==> config.mk <==
export PLATFORM = sky130hd
export DESIGN_NAME = gpio_input_port
export DESIGN_NICKNAME = d
export VERILOG_FILES = /design/src/rtl/gpio_input_port.sv
export SDC_FILE = /design/constraint.sdc
export NUM_CORES = 1
export LEC_CHECK = 0
export ABC_AREA = 0
export CAP_MARGIN = 0
export CORE_UTILIZATION = 35
export CTS_CLUSTER_DIAMETER = 60
export DETAILED_ROUTE_END_ITERATION = 16
export GPL_TIMING_DRIVEN = 0
export HOLD_SLACK_MARGIN = 0.1
export SYNTH_ARGS = -nofsm -noshare
export SYNTH_HDL_FRONTEND = slang
export SYNTH_SLANG_ARGS = --single-unit
==> constraint.sdc <==
create_clock -name clk -period 38.1 [get_ports clk]
set_input_delay 5.715 -clock clk [delete_from_list [all_inputs] [get_ports clk]]
set_output_delay 5.715 -clock clk [all_outputs]
set_load 0.005 [all_outputs]
==> src/rtl/gpio_input_port.sv <==
// gpio_input_port: memory-mapped GPIO input with 2-FF synchronizer, per-bit debounce, W1C rising-edge status and maskable irq
module gpio_input_port #(
    parameter int          WIDTH           = 32,
    parameter int          DEBOUNCE_CYCLES = 4,
    parameter logic [31:0] ADDR_DATA       = 32'h0000ABD0,
    parameter logic [31:0] ADDR_EDGE       = 32'h0000ABD4,
    parameter logic [31:0] ADDR_IE         = 32'h0000ABD8
) (
    input  logic             clk,
    input  logic             rst,
    input  logic [WIDTH-1:0] pins_in,
    input  logic [31:0]      Address,
    input  logic             MemW,
    input  logic [31:0]      Wdata,
    output logic [31:0]      Rdata,
    output logic             hit,
    output logic             irq
);
    localparam logic [7:0] CNT_LAST = 8'(DEBOUNCE_CYCLES - 1);
    logic [WIDTH-1:0]      r_sync1, r_sync2, r_stable, r_edge, r_ie;
    logic [WIDTH-1:0][7:0] r_cnt, w_cnt_next;
    logic [WIDTH-1:0]      w_stable_next, w_edge_next, w_ie_next, w_clr;
    logic                  w_sel_data, w_sel_edge, w_sel_ie, w_unused;
    logic                  r_irq;
    assign w_sel_data = Address[31:2] == ADDR_DATA[31:2];
    assign w_sel_edge = Address[31:2] == ADDR_EDGE[31:2];
    assign w_sel_ie   = Address[31:2] == ADDR_IE[31:2];
    assign hit        = w_sel_data | w_sel_edge | w_sel_ie;
    assign irq        = r_irq;
    assign w_unused   = &{1'b0, Address[1:0], Wdata};
    // per-bit debounce: count consecutive disagreeing samples, flip stable when the count completes
    always_comb begin
        w_stable_next = r_stable;
        w_cnt_next    = '0;
        for (int i = 0; i < WIDTH; i++) begin
            if (r_sync2[i] != r_stable[i]) begin
                if (r_cnt[i] == CNT_LAST) w_stable_next[i] = ~r_stable[i];
                else w_cnt_next[i] = r_cnt[i] + 8'd1;
            end
        end
    end
    // next-state of status and mask; a rising edge beats a simultaneous clear
    always_comb begin
        w_clr       = (MemW && w_sel_edge) ? Wdata[WIDTH-1:0] : '0;
        w_edge_next = (r_edge & ~w_clr) | (w_stable_next & ~r_stable);
        w_ie_next   = (MemW && w_sel_ie) ? Wdata[WIDTH-1:0] : r_ie;
    end
    // read mux, zero-extended to the bus width
    always_comb begin
        Rdata = '0;
        Rdata[WIDTH-1:0] = w_sel_data ? r_stable : w_sel_edge ? r_edge : w_sel_ie ? r_ie : '0;
    end
    // state registers; irq is computed from next-state so it rises with the status bit
    always_ff @(posedge clk or posedge rst) begin
        if (rst) begin
            r_sync1  <= '0;
            r_sync2  <= '0;
            r_stable <= '0;
            r_cnt    <= '0;
            r_edge   <= '0;
            r_ie     <= '0;
            r_irq    <= 1'b0;
        end else begin
            r_sync1  <= pins_in;
            r_sync2  <= r_sync1;
            r_stable <= w_stable_next;
            r_cnt    <= w_cnt_next;
            r_edge   <= w_edge_next;
            r_ie     <= w_ie_next;
            r_irq    <= |(w_edge_next & w_ie_next);
        end
    end
endmodule

# Word level (Yosys, flattened, before mapping)
# Cells that the tools add are included.
# word_totals
inputBits	99
memories	0
romBits	0
latchBits	0
ram_bits	0
regBits	417
# op_classes
eq_ne	67
bitwise	40
muxes	133
addsub	32
n_shift	0
magnitude_cmp	0
reduce_logical	3
div_mod_pow	0
multipliers	0
# ops
cell	count
2-to-1 mux 8 bit	64
adder 8 x 1 -> 8 bit, second input constant	32
equality test 8 x 2 -> 1 bit, second input constant	32
2-to-1 mux 32 bit	5
bitwise AND 32 bit	3
equality test 30 x 14 -> 1 bit, second input constant	3
2-to-1 mux 1 bit	64
NOT 32 bit	2
!= test 1 bit	32
NOT 1 bit	32
bitwise OR 32 bit	1
OR reduction 32 bit	1
logical AND 1 bit	2
bitwise OR 1 bit	2

# Logic depth before layout (Yosys ltp)
# Gate-level depths: netlist of the first run.
# logic_depth
depth_word	8
ltp_mapped	10

# Worst setup path after synthesis of the first run
# No wires, ideal clock.
# synth_timing
path_kind	input-to-output
from	in Address[17]
to	out Rdata[10]
n_path_buf	2
required_ns	32.385
arrival_ns	7.065
slack_ns	25.320
cell_stages	6
path_cell_list	nor4b_2 > nand4_1 > or3b_2 > clkbuf_1 > clkbuf_1 > nor2_1
# synth_via
elab_chain_len	4
# synth_rtl
element	line_no	text
start, declared	12	input logic [31:0] Address,
equality test 30 x 14 -> 1 bit	27	assign w_sel_ie = Address[31:2] == ADDR_IE[31:2];
2-to-1 mux 32 bit (2 in series)	51	Rdata[WIDTH-1:0] = w_sel_data ? r_stable : w_sel_edge ? r_edge : w_sel_ie ? r_ie : '0;
2-to-1 mux 32 bit *	51	
end, declared	15	output logic [31:0] Rdata,
# Mark *: on every way between the ends. The rest lies on a longest branch, timed or not.

# Worst setup path after layout of the first run
# layout_timing
from	in Address[27]
to	out Rdata[1]
# The elaborated chain is that of the path after synthesis.

==> results.txt, run 1 <==
* H-Tree Level Count: 2
- Count of mapped cells out of synthesis: ~1,600
- Summing the sequential cell areas from Yosys gives between 50% and 60% of the chip area.
- The max-slew violation count was 0.
- Startpoint type of the worst setup path: input pin
* Via-to-Cell Ratio: 4.88
- The flow ran to the end, and the final reports show no timing, DRC or antenna violations.
- Measured against its own limit, the worst slew margin works out to 29.7%.
* Most common cell in the synthesized netlist: sky130_fd_sc_hd__dfrtp_1
- Synth Register Bits: approximately 420
* Worst min-delay path category: reg2reg
- Later-pin clock latency in the skew report: 0.59 ns
- Count of standard-cell rows: 83
- The tree is rooted in a sky130_fd_sc_hd__clkbuf_16.
- P&R area growth vs syn: 21.6%
- In this run the power density over the cells is 56.4 mW/mm^2.
- Full die area: 0.0527 mm^2
- After routing, the total negative slack on setup checks comes to 0 ns.
* Shortest clock period the worst path allows after layout: 14.77 ns
- At the pin with the least slew margin, the transition time is 1.05 ns.
- Number of buffers added to fix hold violations after cts: 0
- Ranked by instance count, the synthesized netlist is headed by sky130_fd_sc_hd__dfrtp_1, sky130_fd_sc_hd__nor2_1, sky130_fd_sc_hd__xor2_1, sky130_fd_sc_hd__nand3_1, sky130_fd_sc_hd__and3_1.
- Share of synthesized cell area in and, or, nand and nor gates: 19.9%
* Buffer depth of the longest clock path: 3
- Mean Syn Cell Area: roughly 11 um^2
* Number of port buffers: 128
- Synthesized cell area: around 0.018 mm^2
* Worst-path cell with the longest stage delay: sky130_fd_sc_hd__nor4_1
- Adder-cell area share of the yosys netlist: approximately 2.2%
- Across the run, the number of max-cap violations was 0.
- Average wire per standard cell: 16.2 um
- The share of synthesized area in the top cell type comes to 57.5%.
- Among cell families on the critical path, the largest total delay comes from simple AND/OR/NAND/NOR gates.
- In this run the static leakage power is 9.84 nW.
- Post-cts repair resize count: 0
- Together, buffers and inverters on the worst path number 4.
- XOR/XNOR Fraction of Synth Area: 10.8%
- Derived from the worst setup path, the maximum achievable clock frequency is 0.0677 GHz.
* Post-DP HPWL: 28,000 um
* Worst stage delay on the critical path: 0.82 ns
- Number of top-level pins: 133
- Total number of vias: 12,300
- At the worst endpoint, the required time is 32.38 ns.
- Final Hold Viols: 0
- Num CTS Buffers: 49
- Die height: 230 um
* Largest net degree at the start of global routing: roughly 130
* Drt drc: 0
- Effective utilization at floorplan: 35.3%
- The synthesized netlist devotes 3.12% of its cell area to compound gates.
- The die is approximately 230 um wide.
- Worst R2R Setup Slack: 36.02 ns
- Among all flip-flop cells after synthesis, the most frequent one is sky130_fd_sc_hd__dfrtp_1.
- When the netlist entered floorplanning its net count stood at approximately 1,700.
- Global-route wire length before repair: 66,300 um
- Across the routed clock network, the largest skew measured is 0.0132 ns.
- Cell type with the highest aggregate area in the netlist: sky130_fd_sc_hd__dfrtp_1
- Post-layout nets: 1,927
- Largest family of logic cells by synthesized area: simple AND/OR/NAND/NOR gates
- Global-route usage over all layers: around 16%
* Synthesis warning total: 0
- Worst supply voltage drop on vdd: around 0.025 mV
- The core region is 0.0513 mm^2.
* Endpoint type of the worst setup path: output port
* Crit share post-route: 38.8%
- Leading post-synthesis cells by cell area: sky130_fd_sc_hd__dfrtp_1, sky130_fd_sc_hd__xor2_1, sky130_fd_sc_hd__nor2_1
- Setup repair after global routing left no endpoint under its margin.
* Number of global-route vias before repair: ~13,000
* Critical path start-end classification: in2out
* Proportion of synthesized flip-flops having asynchronous set or reset: 100%
* Aggregate routed wire length: 40,700 um
- Routability-driven placement finished with a final weighted congestion of roughly 0.8.
* Number of filler instances in the final layout: 4,806
* CP cell instances: clkdlybuf4s50_1 -> nor4_1 -> or3b_2 -> clkbuf_1 -> clkbuf_1 -> nor2_1 -> clkdlybuf4s50_1
* Critical-path maximum fanout: 10
* Final core utilization: ~43%
- Synthesis instantiated 33 different standard cells from the library.
* Mux share of post-synthesis cell area: about 5.7%
- Global routing finished with a remaining overflow of 0.
- CTS clk-pin slew, worst paths: approximately 0.050 ns
- CTS tree: yes
- TritonRoute pass-1 iters: 4
- Violation count after the first detailed-route iteration: 770
- In the final layout, the share of cells above drive strength 1 is 8.82%.
* Clk sink count: 417
- Setup violations remaining at the end of the flow were counted as 0.
* Post-detailed-route count of antenna-violating nets: 0
- Initial antenna violation count: 1
- Data on the critical path arrives at its endpoint at between 9 and 10 ns.
- In this run, synthesis inferred 0 flip-flops with an integrated enable.
- Postcts setup bufs: 0
power by group:
part	leakage (nW)	total (W)	internal (W)	switching [W]
Clock	0.834	0.000481	0.000294	0.000187
Combinational	3.63	0.000197	0.0000864	0.000111
Sequential	5.37	0.000565	0.000502	0.0000634
stage by stage:
stage          worst slack [ns]  hold WS (ns)  power [W]  cell area [um^2]  instances
2_1_floorplan             20.78         0.331   0.000707             18100       1614
3_3_place_gp              15.81         0.331   0.000762             20300       2422
3_5_place_dp              23.40         0.335   0.000770             20400       2425
4_1_cts                   23.40         0.345    0.00126             22000       2516
5_1_grt                   23.28         0.352    0.00131             22000       2516
6_report                  23.33         0.345    0.00124             22000       2517
logic make-up after synthesis:
group | after synthesis
adder cells (fa/ha/maj) | 32
AO/OA/AOI/OAI | 81
AND/OR/NAND/NOR | 740
buffers and inverters | 24
multiplexers | 96
XOR/XNOR | 224
flip-flops | 417
final timing paths:
check / end / from / depth (start not counted)
max: Rdata[1] / Address[27] / 7
max reg2reg: irq / r_cnt[80] / 7
min: r_sync2[12] / r_sync1[12] / 0
min reg2reg: r_sync2[12] / r_sync1[12] / 0
max in group asynchronous: r_cnt[209] / rst / 4
min in group asynchronous: r_cnt[132] / rst / 2
layout make-up:
| cell class | count | area (um^2) | share of cell area, % |
|---|---|---|---|
| Multi-Input combinational cell | 1173 | 7580 | 34.4 |
| Inverter | 1 | 11.3 | 0.0511 |
| Buffer | 23 | 114 | 0.516 |
| Tap cell | 680 | 851 | 3.86 |
| Clock buffer | 71 | 1460 | 6.63 |
| Sequential cell | 417 | 10400 | 47.3 |
| Clock inverter | 20 | 226 | 1.03 |
| Timing Repair Buffer | 131 | 1360 | 6.19 |
| Antenna cell | 1 | 2.50 | 0.0114 |
per-layer routing:
layer | track usage, % | vias up | share of wire, %
li1 | - | 5943 | -
met1 | 21.7 | 6036 | 47
met2 | 24.9 | 230 | 46
met3 | 2.90 | 74 | 4.5
met4 | 5.81 | 0 | 2.7
met5 | 0 | - | 0
layout by cell type (no fill, tap or decap), types with 33 or more instances in the layout:
master                            Yosys  routed
sky130_fd_sc_hd__a21oi_1             33      33
sky130_fd_sc_hd__and3_1              92      92
sky130_fd_sc_hd__clkbuf_16            0      51
sky130_fd_sc_hd__clkdlybuf4s50_1      0     128
sky130_fd_sc_hd__dfrtp_1            417     417
sky130_fd_sc_hd__mux2_2              64      64
sky130_fd_sc_hd__nand2_1             38      38
sky130_fd_sc_hd__nand3_1            171     171
sky130_fd_sc_hd__nor2_1             318     318
sky130_fd_sc_hd__nor2b_1             33      33
sky130_fd_sc_hd__xnor2_1             50      50
sky130_fd_sc_hd__xor2_1             174     174
sequential cells by signal, summed over array words and instances, names as in the netlist:
register  cells
r_stable     32
r_cnt       256
r_sync2      32
r_sync1      32
irq           1
r_edge       32
r_ie         32
Note: power is estimated with default switching activity, not from simulation.
==> inputs of run 2 (changes only) <==
- clock period: 38.1 -> 12.51 ns (I/O delays scaled with it)
==> results.txt, run 2 (same netlist as run 1, synthesis figures left out) <==
- The clock passes through at most 3 buffers.
- Later-pin clock latency in the skew report: 0.57 ns
* Most common cell after layout, fill and taps aside: sky130_fd_sc_hd__dfrtp_1
* Post-DP HPWL: 28,700 um
* Clock Skews: 0.0132 ns
- Max-cap viol count: 0
* Overflow after GRT: 0
- The floorplan step defined a core boundary enclosing 0.0513 mm^2.
- Drt drc: 2
- The share of total power dissipated in sequential elements is 45.9%.
- The register with the most flip-flops in the layout has 256 of them.
- The hold violation count in the final report came to 0.
* Number of top-level pins: 133
* Worst-path cell with the longest stage delay: sky130_fd_sc_hd__clkdlybuf4s50_1
- Number of port buffers: 128
- Clock-pin slew was measured on the worst setup and hold paths at 0.06 ns.
- Number of global-route vias before repair: 12,300
* Part of the total power dissipated in combinational logic: 16.2%
- H-Tree Level Count: 2
- Endpoint type of the worst setup path: output port
- Effective utilization at floorplan: a little over a third
* Violation count after the first detailed-route iteration: 874
* Average wire per standard cell: 16.1 um
- Timing would allow up to 0.147 GHz.
- The die is 230 um tall.
* Instance count after placement with tap cells included: 2,433
- Number of filler instances in the final layout: 4,854
* Critical path data required time: 10.63 ns
- In this run, post-CTS repair resized a total of 0 instances.
* Via-to-Cell Ratio: a little under 5
- Startpoint type of the worst setup path: input pin
- The number of setup buffers added after CTS is 0.
- The critical path goes through clkdlybuf4s50_1 -> nor4b_2 -> nand4_1 -> or3b_2 -> clkbuf_1 -> clkbuf_1 -> nor2_1 -> clkdlybuf4s50_1.
- Setup violations remaining at the end of the flow were counted as 0.
- Clk sink count: roughly 420
- Setup Total Neg Slack: 0 ns
- The clock period could shrink to 6.80 ns.
- Global-route wire length before repair: 65,200 um
- Wires add up to 40,500 um.
- Clock tree synthesis inserted a total of 47 buffers.
* Max Slew Vio Count: 0
* Total number of vias: about 12,000
* Gp weighted congestion: 0.839
* Largest net degree at the start of global routing: 44
- The floorplan has a little over 80 rows.
- In the final design database the tool counted 1,933 nets.
- Initial antenna violation count: 5
* Leading cell types in the layout, fill and taps excluded: sky130_fd_sc_hd__dfrtp_1, sky130_fd_sc_hd__nor2_1, sky130_fd_sc_hd__xor2_1
- After layout, the worst path uses 54.4% of the clock period.
- CTS tree: yes
- At the worst endpoint, the arrival time is 4.92 ns.
* Die boundary width: 230 um
- Net switching is 28.8% of the power.
* Proportion of power drawn by the clock network: 37.9%
- The critical path is of the in2out type.
* Worst min-delay path category: reg2reg
- In this design, the stage delay of the slowest critical-path cell is 0.58 ns.
- Outcome: finished with violations
- The final reports fail on design-rule violations.
* Fraction of final layout cells with drive strength greater than 1: 8.86%
- Headroom to the max-slew limit: 33.5%
* Global-route usage over all layers: 15.6%
- Non-Filler Instances: 2,522
* P&R area growth vs syn: 21.9%
- Internal power comes to approximately 0.0027 W.
- For the pin with the worst max-slew slack, the measured transition is 0.998 ns.
* Worst supply voltage drop on vdd: 0.0918 mV
* Total power divided by cell area: 169 mW/mm^2
- Unrepaired setup endpoints after global routing: no
- The pre-antenna-repair detailed-routing pass consisted of 10 iterations.
* Number of buffers added to fix hold violations after cts: 0
- Post-detailed-route count of antenna-violating nets: 0
* Critical-path maximum fanout: 10
* Buffer type at the clock tree root: sky130_fd_sc_hd__clkbuf_16
* Most flop-heavy register: r_cnt
- Summed over all cells, the static leakage comes to approximately 9.9 nW.
- The analysis attributes to net switching a power of 0.00108 W.
- The die covers about 0.053 mm^2.
==> run 2: changes by cell type in the layout (fill, tap and decap cells not counted), sizes merged <==
cell | before | now
clkinvlp | 2 | 1
inv | 4 | 2
bufinv | 4 | 5
buf | 11 | 19
clkbuf | 86 | 83
diode | 1 | 3
==> run 2: path summary, 6_finish.rpt <==
check                       startpoint     endpoint  slack (ns)  cells past startpoint
max reg2reg                 r_cnt[128]          irq       10.29                      7
min in group asynchronous          rst  r_sync1[12]        1.55                      2
max                        Address[12]    Rdata[11]        5.71                      8
min reg2reg                r_sync1[28]  r_sync2[28]        0.35                      0
max in group asynchronous          rst   r_cnt[236]        9.72                      6
min                        r_sync1[28]  r_sync2[28]        0.35                      0
==> run 2: per-stage QoR <==
stage                     worst slack [ns]  total power, W  area (um^2)  hold WS [ns]  util, %
after floorplan                       5.01         0.00215        18100         0.331        -
after global placement                2.17         0.00232        20300         0.336     39.5
after detailed placement              5.68         0.00235        20500         0.335     39.9
after CTS                             5.68         0.00379        22100         0.348     43.1
after global routing                  5.57         0.00396        22100         0.353     43.1
final                                 5.71         0.00374        22100         0.345     43.1
==> run 2: layout make-up <==
cell class                 instances  area, um^2  area share, %
sequential                       417       10400           47.2
multi-input combinational       1173        7580           34.3
timing repair buffer             139        1500           6.79
clock buffer                      68        1380           6.23
tap                              680         851           3.85
clock inverter                    18         225           1.02
buffer                            23         114          0.515
inverter                           1        7.51         0.0340
antenna                            3        7.51         0.0340
==> run 2: layer usage <==
| layer | up-vias | part of all wire [%] | track usage [%] | routed length (um) |
|---|---|---|---|---|
| li1 | 5956 | - | - | - |
| met1 | 6017 | 46 | 20.9 | 18600 |
| met2 | 229 | 46 | 24.3 | 18500 |
| met3 | 74 | 5.3 | 3.67 | 2150 |
| met4 | 2 | 3.1 | 6.13 | 1270 |
| met5 | - | 0.020 | 0 | 8 |
==> run 2: critical path, delay by kind of cell <==
family / cells / cell delay, ns
buffers and inverters: 4 / 1.65
AND/OR/NAND/NOR: 4 / 1.40
==> run 2: power groups by stage <==
stage | Clock (W) | Sequential, W | Combinational (W)
floorplan | 0 | 0.00169 | 0.000458
global placement | 0 | 0.00174 | 0.000585
detailed placement | 0 | 0.00174 | 0.000611
CTS | 0.00146 | 0.00172 | 0.000615
global route | 0.00152 | 0.00175 | 0.000695
finish | 0.00142 | 0.00172 | 0.000605
==> inputs of run 3 (changes only) <==
- clock period: 12.51 -> 5.8 ns (I/O delays scaled with it)
==> results of run 3 <==
The final DEF is identical to that of run 2. Status: finished with violations: design-rule violations.
Main changes from that run: setup slack after placement 5.68 ns -> 0.982 ns; setup slack after layout 5.71 ns -> 1.01 ns; register-to-register setup slack 10.29 ns -> 3.58 ns; total power 0.00374 W -> 0.00807 W; worst IR drop on VDD 0.0918 mV -> 0.198 mV
